### config.mk
export PLATFORM = sky130hd
export DESIGN_NAME = cpu_ram_arbiter
export DESIGN_NICKNAME = d
export VERILOG_FILES = /design/src/rtl/rv32ima_pkg.sv /design/src/rtl/ram_arb_pick.sv /design/src/rtl/cpu_ram_arbiter.sv
export SDC_FILE = /design/constraint.sdc
export NUM_CORES = 1
export LEC_CHECK = 0
export CAP_MARGIN = 30
export CORE_MARGIN = 4
export CORE_UTILIZATION = 45
export CTS_BUF_LIST = sky130_fd_sc_hd__clkbuf_2
export CTS_CLUSTER_DIAMETER = 80
export CTS_CLUSTER_SIZE = 8
export DETAILED_ROUTE_END_ITERATION = 10
export PLACE_DENSITY = 0.88
export SLEW_MARGIN = 20
export SYNTH_ARGS = -nofsm -noshare
export SYNTH_HDL_FRONTEND = slang
export SYNTH_SLANG_ARGS = --single-unit
### constraint.sdc
create_clock -name ram_clk -period 3.48 [get_ports ram_clk]
set_input_delay 0.87 -clock ram_clk [delete_from_list [all_inputs] [get_ports ram_clk]]
set_output_delay 0.87 -clock ram_clk [all_outputs]
set_load 0.02 [all_outputs]
### src/rtl/rv32ima_pkg.sv
// rv32ima_pkg: shared core types, load/store width codes and RAM arbiter enums.
package rv32ima_pkg;
    typedef logic [31:0] word_t;
    localparam int LDST_WIDTH_W = 2;
    localparam logic [LDST_WIDTH_W-1:0] LDST_BYTE = 2'd0;
    localparam logic [LDST_WIDTH_W-1:0] LDST_HALF = 2'd1;
    localparam logic [LDST_WIDTH_W-1:0] LDST_WORD = 2'd2;
    typedef enum logic [1:0] {ARB_IDLE, ARB_ACCESS, ARB_RESP} arb_state_t;
    typedef enum logic {SRC_IF, SRC_D} arb_src_t;
endpackage

### src/rtl/ram_arb_pick.sv
// ram_arb_pick: picks the next RAM grantee; D wins unless IF has starved MAX_STARVE times.
module ram_arb_pick
    import rv32ima_pkg::*;
#(
    parameter int MAX_STARVE = 4,
    parameter int SW         = $clog2(MAX_STARVE + 1)
) (
    input  logic          i_if_req,
    input  logic          i_d_req,
    input  logic [SW-1:0] i_starve_cnt,
    output logic          o_grant_valid,
    output arb_src_t      o_grant_src
);
    logic w_if_forced;
    assign w_if_forced   = i_if_req && (i_starve_cnt == SW'(MAX_STARVE));
    assign o_grant_valid = i_if_req || i_d_req;
    assign o_grant_src   = (i_d_req && !w_if_forced) ? SRC_D : SRC_IF;
endmodule

### src/rtl/cpu_ram_arbiter.sv
// cpu_ram_arbiter: shares the single CPU<->RAM port between instruction fetch and data access,
// sequencing arbitrate -> access -> respond with D priority and bounded IF starvation.
module cpu_ram_arbiter
    import rv32ima_pkg::*;
#(
    parameter int RD_LAT     = 1,
    parameter int MAX_STARVE = 4
) (
    input  logic                    ram_clk,
    input  logic                    rst,
    input  logic                    if_req,
    input  word_t                   if_addr,
    output logic                    if_ready,
    output word_t                   if_rdata,
    input  logic                    d_req,
    input  logic                    d_wen,
    input  word_t                   d_addr,
    input  word_t                   d_wdata,
    input  logic [LDST_WIDTH_W-1:0] d_width,
    output logic                    d_ready,
    output word_t                   d_rdata,
    output logic [31:0]             ram_addr,
    output logic [31:0]             ram_store,
    output logic                    ram_ren,
    output logic                    ram_wen,
    output logic [LDST_WIDTH_W-1:0] ram_width,
    input  logic [31:0]             ram_load
);
    localparam int LW = $clog2(RD_LAT + 1);
    localparam int SW = $clog2(MAX_STARVE + 1);

    arb_state_t              r_state;
    arb_src_t                r_src;
    logic                    r_store;
    logic [LW-1:0]           r_lat;
    logic [SW-1:0]           r_starve;
    logic                    r_if_ready;
    logic                    r_d_ready;
    word_t                   r_if_rdata;
    word_t                   r_d_rdata;
    word_t                   r_ram_addr;
    word_t                   r_ram_store;
    logic                    r_ram_ren;
    logic                    r_ram_wen;
    logic [LDST_WIDTH_W-1:0] r_ram_width;
    logic                    w_grant_valid;
    arb_src_t                w_grant_src;

    ram_arb_pick #(.MAX_STARVE(MAX_STARVE), .SW(SW)) u_pick (
        .i_if_req      (if_req),
        .i_d_req       (d_req),
        .i_starve_cnt  (r_starve),
        .o_grant_valid (w_grant_valid),
        .o_grant_src   (w_grant_src)
    );

    always_ff @(posedge ram_clk) begin
        if (rst) begin
            r_state     <= ARB_IDLE;
            r_src       <= SRC_IF;
            r_store     <= 1'b0;
            r_lat       <= '0;
            r_starve    <= '0;
            r_if_ready  <= 1'b0;
            r_d_ready   <= 1'b0;
            r_if_rdata  <= '0;
            r_d_rdata   <= '0;
            r_ram_addr  <= '0;
            r_ram_store <= '0;
            r_ram_ren   <= 1'b0;
            r_ram_wen   <= 1'b0;
            r_ram_width <= '0;
        end else begin
            case (r_state)
                ARB_IDLE: begin
                    if (!d_req) r_starve <= '0;
                    if (w_grant_valid) begin
                        r_state <= ARB_ACCESS;
                        r_src   <= w_grant_src;
                        r_lat   <= LW'(RD_LAT - 1);
                        if (w_grant_src == SRC_D) begin
                            r_store     <= d_wen;
                            r_ram_ren   <= !d_wen;
                            r_ram_wen   <= d_wen;
                            r_ram_addr  <= d_addr;
                            r_ram_store <= d_wen ? d_wdata : '0;
                            r_ram_width <= d_width;
                            if (if_req && r_starve != SW'(MAX_STARVE)) r_starve <= r_starve + SW'(1);
                        end else begin
                            r_store     <= 1'b0;
                            r_ram_ren   <= 1'b1;
                            r_ram_wen   <= 1'b0;
                            r_ram_addr  <= if_addr;
                            r_ram_store <= '0;
                            r_ram_width <= LDST_WORD;
                            r_starve    <= '0;
                        end
                    end
                end
                ARB_ACCESS: begin
                    // stores finish after one wen cycle; reads once the latency counter drains
                    if (r_store || r_lat == '0) begin
                        r_state     <= ARB_RESP;
                        r_ram_ren   <= 1'b0;
                        r_ram_wen   <= 1'b0;
                        r_ram_addr  <= '0;
                        r_ram_store <= '0;
                        r_ram_width <= '0;
                        if (r_src == SRC_IF) begin
                            r_if_ready <= 1'b1;
                            r_if_rdata <= ram_load;
                        end else begin
                            r_d_ready <= 1'b1;
                            r_d_rdata <= r_store ? '0 : ram_load;
                        end
                    end else begin
                        r_lat <= r_lat - LW'(1);
                    end
                end
                ARB_RESP: begin
                    r_if_ready <= 1'b0;
                    r_d_ready  <= 1'b0;
                    r_state    <= ARB_IDLE;
                end
                default: r_state <= ARB_IDLE;
            endcase
        end
    end

    assign if_ready  = r_if_ready;
    assign if_rdata  = r_if_rdata;
    assign d_ready   = r_d_ready;
    assign d_rdata   = r_d_rdata;
    assign ram_addr  = r_ram_addr;
    assign ram_store = r_ram_store;
    assign ram_ren   = r_ram_ren;
    assign ram_wen   = r_ram_wen;
    assign ram_width = r_ram_width;
endmodule

After elaboration in Yosys (flattened, before gate mapping)
Index checks and enable logic that the tools add are counted.
Word-level totals
  bits in registers: 142
  latch bits: 0
  RAM bits: 0
  bits in read-only memories: 0
  input bits: 135
  output and inout port bits: 134
  word-level logic and storage cells: 82
  memories: 0
Operators by class
  add/sub/neg operators: 2
  multiply operators: 0
  divide/modulo/power cells: 0
  order comparisons: 0
  equality and inequality tests: 9
  shift operators: 0
  mux-type cells: 37
  bitwise logic cells: 2
  reductions and logical operators: 18
Operator list (count)
  $mux W32: 7
  $pmux W32 S2: 2
  $reduce_and A3 Y1: 6
  $mux W1: 12
  $mux W3: 4
  $mux W2: 5
  $pmux W1 S2: 5
  $ne A2 B2 Y1 const B: 4
  $pmux W2 S2: 2
  $reduce_and A2 Y1: 2
  $reduce_bool A2 Y1: 2
  $add A3 B1 Y3 const B: 1
  $eq A3 B3 Y1 const B: 1
  $logic_and A1 B1 Y1: 3
  $ne A3 B3 Y1 const B: 1
  $eq A2 B1 Y1 const B: 1
  $eq A2 B2 Y1 const B: 1
  $logic_not A1 Y1: 2
  $logic_not A2 Y1: 1
  $logic_or A1 B1 Y1: 2
  $ne A2 B1 Y1 const B: 1
  $not A1 Y1: 2
  $sub A1 B1 Y1 const B: 1

Depth between registers and ports, before layout
Gate-level depths: netlist of the first run.
  depth in word-level cells: 8
  gate-level depth with buffers: 8
  depth with buffers taken out: 6

By module
Synthesis of the first run repeated with hierarchy kept, for this count alone.
Unflattened totals
  cell total of the unflattened synthesis: 629
  area, all modules: 6231.0 um2
By module, submodules not included
  cpu_ram_arbiter: times used 1, cells an instance 626, area an instance 6212.2 um2, sequential area each 2842.7 um2
  ram_arb_pick: times used 1, cells an instance 3, area an instance 18.8 um2, sequential area each 0.0 um2

Worst setup path before layout of the first run
Ideal clock, no wire load.
  kind: input to register
  start point: input port d_req
  end point: register r_ram_addr[21], in the netlist ram_addr[21]
  setup time: 68 ps
  data arrival time: 1960 ps
  required time: 3412 ps
  path slack: 1452 ps
  cell stages on the path: 7
  path buffers: 3
  cell sequence: clkbuf_1 nor2_1 a2bb2oi_4 and2_4 buf_6 buf_8 o2bb2ai_2
On the way
  cells in the longest elaborated chain, start to end: 5
  elaborated cells between the ends (all ways): 8
  those cells by class: 1 x eq/ne; 4 x mux; 3 x reduce/logical
Ends and longest elaborated chain
  from (decl): line cpu_ram_arbiter.sv:15  | input logic d_req,
  $logic_and A1 B1 Y1: line ram_arb_pick.sv:17  | assign o_grant_src = (i_d_req && !w_if_forced) ? SRC_D : SRC_IF;
  $mux W1: line ram_arb_pick.sv:17
  $mux W32: line cpu_ram_arbiter.sv:81  | if (w_grant_src == SRC_D) begin
  $mux W32: line cpu_ram_arbiter.sv:77  | if (w_grant_valid) begin
  $pmux W32 S2: line cpu_ram_arbiter.sv:74  | case (r_state)
  to (signal assigned): line cpu_ram_arbiter.sv:85  | r_ram_addr <= d_addr;
  to (signal assigned): line cpu_ram_arbiter.sv:93  | r_ram_addr <= if_addr;
  to (decl): line cpu_ram_arbiter.sv:41  | word_t r_ram_addr;
Several ways; a longest one is shown, not always the timed one. The select of a mux whose other input is x is not followed.
A chain may end at the register's enable or synchronous reset.

Final worst setup path of the first run
  start point: register r_ram_addr[8], in the netlist ram_addr[8]
  end point: output port ram_addr[8]
RTL lines
  to (decl): line cpu_ram_arbiter.sv:22  | output logic [31:0] ram_addr,
No word-level cell between the ends.

==> impl_summary.md, run 1 <==
Status
The run finished with clean final reports.

Finish
Cells with a size suffix above 1 make up approximately 8.6% of the layout. The top cell types in the final layout, fill and taps aside, are 267 x clkdlybuf4s50_1, 142 x dfxtp_1, 105 x a21oi_1. The signed area change from the synthesized netlist to the final layout is 51.1%.

The library cell used most frequently in the layout, excluding fill and tap cells, is clkdlybuf4s50_1. The number of nets at the end of the flow is about 1100. After routing the design area is ~8800 sq um.

Synthesis
Summing the sequential cell areas from Yosys gives between 40% and 50% of the chip area. After synthesis, the mean cell area works out to around 8.6 sq um. Synthesis produced a netlist whose cell count is between 600 and 700. The net count after synthesis is between 800 and 900.

During synthesis, Yosys emitted a total of 0 warnings. The most area-hungry cell type in the Yosys netlist is dfxtp_1. The synthesized design contains 142 register bits. The distinct cell type count after synthesis is 36. Sorting the synthesized cells by area gives the leading types as dfxtp_1 49%, a21oi_1 9.0%, o2bb2ai_2 7.7%.

After synthesis, the largest area contributor takes up 48.8% of total cell area. The cell area after synthesis is 5830 sq um.

Die
The floorplan step set the die width to between 100 and 150 um. The area of the core region is 12700 sq um. Pin placement for this block handled approximately 270 I/O pins. The number of placement rows is just over 40. In this run the vertical extent of the chip is approximately 120 um.

For this configuration, the core starts out at a cell density of between 40% and 50%. The die footprint is between 10000 and 15000 sq um.

Global route
The number of antenna violations at the first check in global routing was 0. The largest net degree at the start of global routing is between 60 and 70. The first global-routing pass estimated approximately 28000 um of wire.

The global router's overall resource usage is 23.8%. The number of global-route vias before repair is roughly 5500. The remaining global-route overflow is 0.

STA
Summed over all failing endpoints, the final setup total negative slack is 0 ns. The upper clock frequency limit is about 380 MHz. Setup violations remaining at the end of the flow were counted as 0. The slew of the pin with the lowest slew margin is about 0.73 ns. The post-route minimum period is between 2 and 3 ns. For the final database, setup skew stands at just under 0.02 ns. Setup repair after global routing left no endpoint under its margin.

The remaining max-slew budget at the tightest pin is 51.0%. After layout, the worst path uses 75.8% of the clock period. The hold violation total from the final report is 0. The number of pins exceeding their max-slew limit in the final report was 0.

Routing
The total via count in the routed design is 5738. The initial DRC count is between 300 and 400. The first TritonRoute pass finished after 5 iterations. After detailed routing, the total wire length is ~18000 um. After detailed routing, the number of vias per cell comes to slightly above 5.

The count of antenna-violating nets left after detailed routing is 0. The remaining routing DRC violations is 0. The average detailed-routed wire length per instance is approximately 16 um.

Setup path
The worst register-to-register path ends at ram_addr[3]$_SDFFE_PP0P_. The family with the most delay on the worst path is buffers and inverters. Across all register-to-register paths, the minimum setup slack is between 1 and 1.5 ns. The element type at the critical path end is an output pin. Data on the critical path arrives at its endpoint at 1.77 ns. The type of element launching the critical path is a flop. The slowest cell on the critical path is clkdlybuf4s50_1. The highest cell delay on the worst timing path is 0.64 ns. Data on the critical path is required at its endpoint by between 2 and 3 ns. The startpoint of the worst-slack reg-to-reg timing path is r_starve[0]$_SDFFE_PP0N_. The critical path start-end classification is flop to output pin.

The number of cells on the worst reg-to-reg path is 7. Counting both buffers and inverters, the worst setup path holds a total of 1. Of all nets on the critical path, the largest fanout is 2. Traced cell by cell, the critical path runs through clkdlybuf4s50_1.

Clock network
TritonCTS built the clock tree. The count of buffers added by post-CTS timing repair for setup is 0. The clock passes through at most 2 buffers. The number of buffers created by CTS is 17.

At the later pin of the worst-skew pair, clock insertion delay measures roughly 0.70 ns. Post-CTS repair changed the size of 0 cells. The number of hold buffers added after CTS was 0. Clock-pin slew was measured on the worst setup and hold paths at ~0.21 ns. In this run the clock root is driven by a clkbuf_2.

The H-tree generated during clock tree synthesis spans 4 levels. The TritonCTS sink count is around 140.

Place
The HPWL reported at the end of detailed placement is ~13000 um. The total of buffers placed on input and output ports is approximately 270. The weighted congestion reported at the end of routability-driven placement is roughly 0.8. The placed cell area is 8550 sq um.

Power and ir drop
The leakage power is 3.11 nW. In this run the power density over the cells is slightly above 400 nW/um^2. Across the VDD grid, the largest voltage drop is 274 uV.

Min path
In this run the most critical hold path is launched from d_rdata[24]$_SDFFE_PP0P_. In this run the worst hold path is classified as flop to flop. For hold timing, the worst endpoint is d_rdata[24]$_SDFFE_PP0P_. The hold path depth is 2.

Job
The tool flagged a number of max-cap violations equal to 0.
-- through the flow --
stage	std cells	setup slack (ns)	power (mW)	hold slack (ns)	util [%]
after CTS	1107	0.773	3.63	0.465	69.5
after global placement	1075	0.595	2.60	0.438	67.5
final	1108	0.841	3.61	0.462	69.5
after detailed placement	1075	0.498	2.61	0.444	67.5
after floorplan	680	1.45	2.21	0.446	-
after global routing	1107	0.699	3.77	0.487	69.5
-- area by class of cell --
cell class / instances / area [sq um]
diodes: 1 / 2.50
clock buffers: 18 / 90.1
clock inverters: 14 / 166
fillers: 1038 / 3860
inverters: 4 / 15.0
multi-input cells: 474 / 2680
flip-flops and latches: 142 / 2840
well taps: 172 / 215
repair buffers: 283 / 2790
-- per-layer routing --
metal	global-route usage, %	part of all wire (%)
met1	28.2	40
met4	9.31	2.2
met3	8.26	8.3
met2	39.6	49
met5	0	0
-- worst max-delay path by stage --
stage | to | start | cells after the start
4_1_cts | ram_addr[8] | ram_addr[8]$_SDFFE_PP0P_ | 1
3_3_place_gp | ram_addr[3]$_SDFFE_PP0P_ | if_req | 7
6_report | ram_addr[8] | ram_addr[8]$_SDFFE_PP0P_ | 1
3_5_place_dp | ram_addr[8]$_SDFFE_PP0P_ | if_req | 7
2_1_floorplan | ram_addr[21]$_SDFFE_PP0P_ | d_req | 7
5_1_grt | ram_addr[11] | ram_addr[11]$_SDFFE_PP0P_ | 1
-- cells by family (layout without fill, tap and decap cells) --
group	Yosys count	in the layout	synth area share (%)
compound gates	215	215	26.0
simple gates	257	257	19.5
flops	142	142	48.8
fa+ha+maj	2	2	0.429
buf+inv	64	319	5.30
other cells	0	1	0
-- cell usage after synthesis (all sizes together) --
| cell type | count |
|---|---|
| a211oi | 1 |
| a21oi | 105 |
| a22oi | 33 |
| a2bb2oi | 3 |
| a31oi | 1 |
| a41oi | 1 |
| and2 | 1 |
| and2b | 1 |
| and3 | 1 |
| and4 | 1 |
| buf | 22 |
| clkbuf | 38 |
| dfxtp | 142 |
| ha | 2 |
| inv | 4 |
| nand2 | 102 |
| nand2b | 2 |
| nand3 | 3 |
| nand3b | 32 |
| nand4 | 2 |
| nor2 | 104 |
| nor2b | 3 |
| nor3 | 2 |
| o2111a | 1 |
| o21ai | 37 |
| o221a | 1 |
| o2bb2ai | 32 |
| or2 | 1 |
| or3 | 2 |
-- power by group --
part           switching [mW]  total [mW]  internal [mW]
clock network           0.620        1.02          0.404
registers              0.0584        1.78           1.72
logic                   0.409       0.803          0.393
total                    1.09        3.61           2.52
-- flip-flops by register name, indices dropped and copies added (netlist names) --
name and count:
d_rdata 32, if_rdata 32, ram_addr 32, ram_store 32, r_starve 3, r_state 2
ram_width 2, d_ready 1, if_ready 1, r_lat 1, r_src 1, r_store 1
ram_ren 1, ram_wen 1
Power figures use the tool's default switching activity.
==> run 2, diff against run 1 <==
--- a/config.mk
+++ b/config.mk
@@ -7,12 +7,12 @@
 export LEC_CHECK = 0
 export CAP_MARGIN = 30
 export CORE_MARGIN = 4
-export CORE_UTILIZATION = 45
+export CORE_UTILIZATION = 43
 export CTS_BUF_LIST = sky130_fd_sc_hd__clkbuf_2
 export CTS_CLUSTER_DIAMETER = 80
 export CTS_CLUSTER_SIZE = 8
 export DETAILED_ROUTE_END_ITERATION = 10
-export PLACE_DENSITY = 0.88
+export PLACE_DENSITY = 0.85
 export SLEW_MARGIN = 20
 export SYNTH_ARGS = -nofsm -noshare
 export SYNTH_HDL_FRONTEND = slang
==> constraint.sdc (replaced) <==
create_clock -name ram_clk -period 2.5 [get_ports ram_clk]
set_input_delay 0.625 -clock ram_clk [delete_from_list [all_inputs] [get_ports ram_clk]]
set_output_delay 0.625 -clock ram_clk [all_outputs]
set_load 0.02 [all_outputs]
==> impl_summary.md, run 2 (synthesis results as in run 1) <==
Place
The pre-CTS setup slack is 0.322 ns. The congestion estimate from routability-driven global placement came to between 0.8 and 0.9. Summed over all nets, the half-perimeter wirelength after detailed placement is ~13000 um. During placement, the flow inserted port buffers numbering between 200 and 300.

After detailed placement, the total cell area comes to roughly 8600 sq um.

STA
The remaining max-slew budget at the tightest pin is 65.0%. For the pin with the worst max-slew slack, the measured transition is roughly 0.52 ns. The number of pins exceeding their max-slew limit in the final report is 0. Across all setup checks in the final design, the least slack found is ~0.13 ns. After routing, the total negative slack on setup checks comes to 0 ns. The upper clock frequency limit is 423 MHz.

The period utilization is 94.7%. The setup-violating endpoint count in the final report is 0. The hold violation total from the final report is 0.

The clock skew after layout is approximately 0.032 ns. The post-route minimum period is approximately 2.4 ns.

Die
Measured along the x axis, the die boundary spans 124 um. The die span in y is about 120 um. The number of top-level design ports is around 270. The initial cell density of the core is between 40% and 50%. The number of placement rows is 42. The floorplan step defined a die boundary enclosing about 15000 sq um.

After floorplanning, the core was sized to cover 13200 sq um.

Global route
For this run the aggregate overflow at the end of global routing stands at 0. The number of global-route vias before repair is approximately 5700. The global router's overall resource usage is a little under a quarter. The number of antenna violations at the first check in global routing is 1. The wire length of the first global-routing pass is just under 30000 um.

Entering global routing, the biggest net connects 39 pins.

Routing
Using the TritonRoute via totals, the vias-per-cell ratio works out to between 5 and 6. The detailed router finished its first iteration with a little over 400 violations. After detailed routing, the number of remaining DRC violations is 0. The detailed router placed about 5800 vias in this run. Once detail routing completed, the nets flagged for antenna violations numbered 0.

The average detailed-routed wire length per instance is 16.3 um. The wire length after detailed routing is approximately 18000 um. The number of detailed-routing iterations run before antenna repair is 5.

Setup path
The required time of the critical path is ~1.9 ns. The critical path ends at if_ready. In this run the number of cells on the critical path is 1. The maximum fanout count along the critical path is 2.

The minimum setup slack among reg-to-reg paths is 0.84 ns. The data arrival at the endpoint of the critical path is around 1.7 ns. The worst setup path is captured at an output pin.

The count of buffering cells on the critical path with inverters included is 1. On the worst path, the slowest cell contributes a delay of 0.66 ns. The critical path is of the flop to output pin type. The critical path goes through clkdlybuf4s50_1. The worst register-to-register path has a depth of 7. In this run the critical register-to-register path is launched from r_starve[1]$_SDFFE_PP0N_. The endpoint identified for the worst register-to-register timing path is ram_store[3]$_SDFFE_PP0P_. The slowest cell on the critical path is clkdlybuf4s50_1. In this run the worst setup path begins at if_ready$_SDFFE_PP0P_.

In this design, the largest share of critical-path delay is due to buffers and inverters. The type of element launching the critical path is a flop.

Finish
The signed area change from the synthesized netlist to the final layout is 52.2%. The commonest non-fill, non-tap cell in the layout is clkdlybuf4s50_1. The layout has between 1000 and 1500 filler cells. The post-route cell area is between 8000 and 9000 sq um. The library cells used most frequently in the layout, excluding fill and tap cells, are 261 x clkdlybuf4s50_1, 142 x dfxtp_1, 105 x a21oi_1. In the final layout, the share of cells above drive strength 1 is under 10%. The net count of the finished layout is approximately 1100.

Power and ir drop
Power comes to 4.87 mW. The switching part of the total power is 30.0%. The analysis attributes to net switching a power of 1.46 mW. Combinational cells account for ~23% of the total power. The internal portion of the total power is 3.41 mW. The worst-case IR drop observed on VDD is ~300 uV. The clock network burns between 20 and 30% of the power. Of the total power, registers draw 50.8%. For this design the ratio of total power to cell area is around 550 nW/um^2. In this run the static leakage power is between 3 and 4 nW.

Min path
The path type of the worst min-delay path is input port to flop.

Status
The run finished with clean final reports.

Clock network
The H-tree was split into 4 levels. The number of buffers created by CTS is 17. For this design, the sink count on the clock tree is 142.

The count of buffers added by post-CTS timing repair for setup is 0. At the later pin of the worst-skew pair, clock insertion delay measures ~0.7 ns. The clock root buffer master is clkbuf_2.

The TritonCTS clock tree is built. The maximum clock path buffer count is 2. The clock slew at the register clock pins of the worst setup and hold paths is approximately 0.2 ns.

Job
Across the run, the number of max-cap violations was 0.
run 2: cell types whose count changed in the layout (fill, tap and decap cells not counted):
| cell | previous run | this run |
|---|---|---|
| buf_12 | 0 | 4 |
| bufinv_16 | 3 | 2 |
| clkinv_1 | 2 | 3 |
| clkinv_4 | 3 | 2 |
| clkbuf_2 | 18 | 19 |
| clkdlybuf4s50_1 | 267 | 261 |
| clkinv_2 | 2 | 4 |
| dlymetal6s2s_1 | 0 | 6 |
| inv_6 | 2 | 0 |
run 2: cell type report:
type	count	area, sq um	share of cell area [%]
multi-input cells	474	2680	30.3
well taps	176	220	2.48
flip-flops and latches	142	2840	32.0
clock buffers	19	95.1	1.07
diodes	1	2.50	0.0282
clock inverters	13	124	1.40
inverters	4	15.0	0.169
repair buffers	287	2890	32.6
run 2: worst min-delay path by stage:
stage,from,to,slack (ns),cells after the start
2_1_floorplan,r_lat$_SDFFE_PP0P_,r_lat$_SDFFE_PP0P_,0.45,1
4_1_cts,rst,r_src$_SDFFE_PP0P_,0.25,2
6_report,rst,r_src$_SDFFE_PP0P_,0.33,2
3_5_place_dp,d_rdata[15]$_SDFFE_PP0P_,d_rdata[15]$_SDFFE_PP0P_,0.44,2
3_3_place_gp,d_rdata[31]$_SDFFE_PP0P_,d_rdata[31]$_SDFFE_PP0P_,0.44,2
5_1_grt,rst,r_starve[1]$_SDFFE_PP0N_,0.25,2
run 2: metrics by stage:
stage / hold WS [ns] / utilization (%) / std cells
2_1_floorplan: 0.446 / - / 680
3_3_place_gp: 0.438 / 65.2 / 1083
3_5_place_dp: 0.442 / 65.2 / 1083
4_1_cts: 0.252 / 66.9 / 1115
5_1_grt: 0.248 / 67.0 / 1116
6_report: 0.331 / 67.0 / 1116
run 2: repair_timing:
action,4_1_cts,5_1_grt
endpoints found under the setup margin,0,6
hold buffers,0,0
gates resized for setup,0,6
run 2: routing by layer:
metal	up-vias	part of all wire [%]	GRT usage [%]
li1	2837	-	-
met5	-	0	0
met2	201	47	36.3
met4	0	3.6	10.1
met3	44	6.8	8.15
met1	2705	42	28.2
run 2: power groups by stage:
stage	Combinational, mW	Sequential [mW]	Clock, mW
after detailed placement	1.14	2.52	0
after floorplan	0.415	2.67	0
after CTS	1.14	2.48	1.31
after global routing	1.21	2.50	1.42
after global placement	1.12	2.52	0
final	1.13	2.48	1.26
==> run 3, diff against run 2 <==
--- a/config.mk
+++ b/config.mk
@@ -12,6 +12,7 @@
 export CTS_CLUSTER_DIAMETER = 80
 export CTS_CLUSTER_SIZE = 8
 export DETAILED_ROUTE_END_ITERATION = 10
+export HOLD_SLACK_MARGIN = 0.02
 export PLACE_DENSITY = 0.85
 export SLEW_MARGIN = 20
 export SYNTH_ARGS = -nofsm -noshare
==> results of run 3 <==
Same layout as run 2: the final DEF is identical, and so are final timing and power.
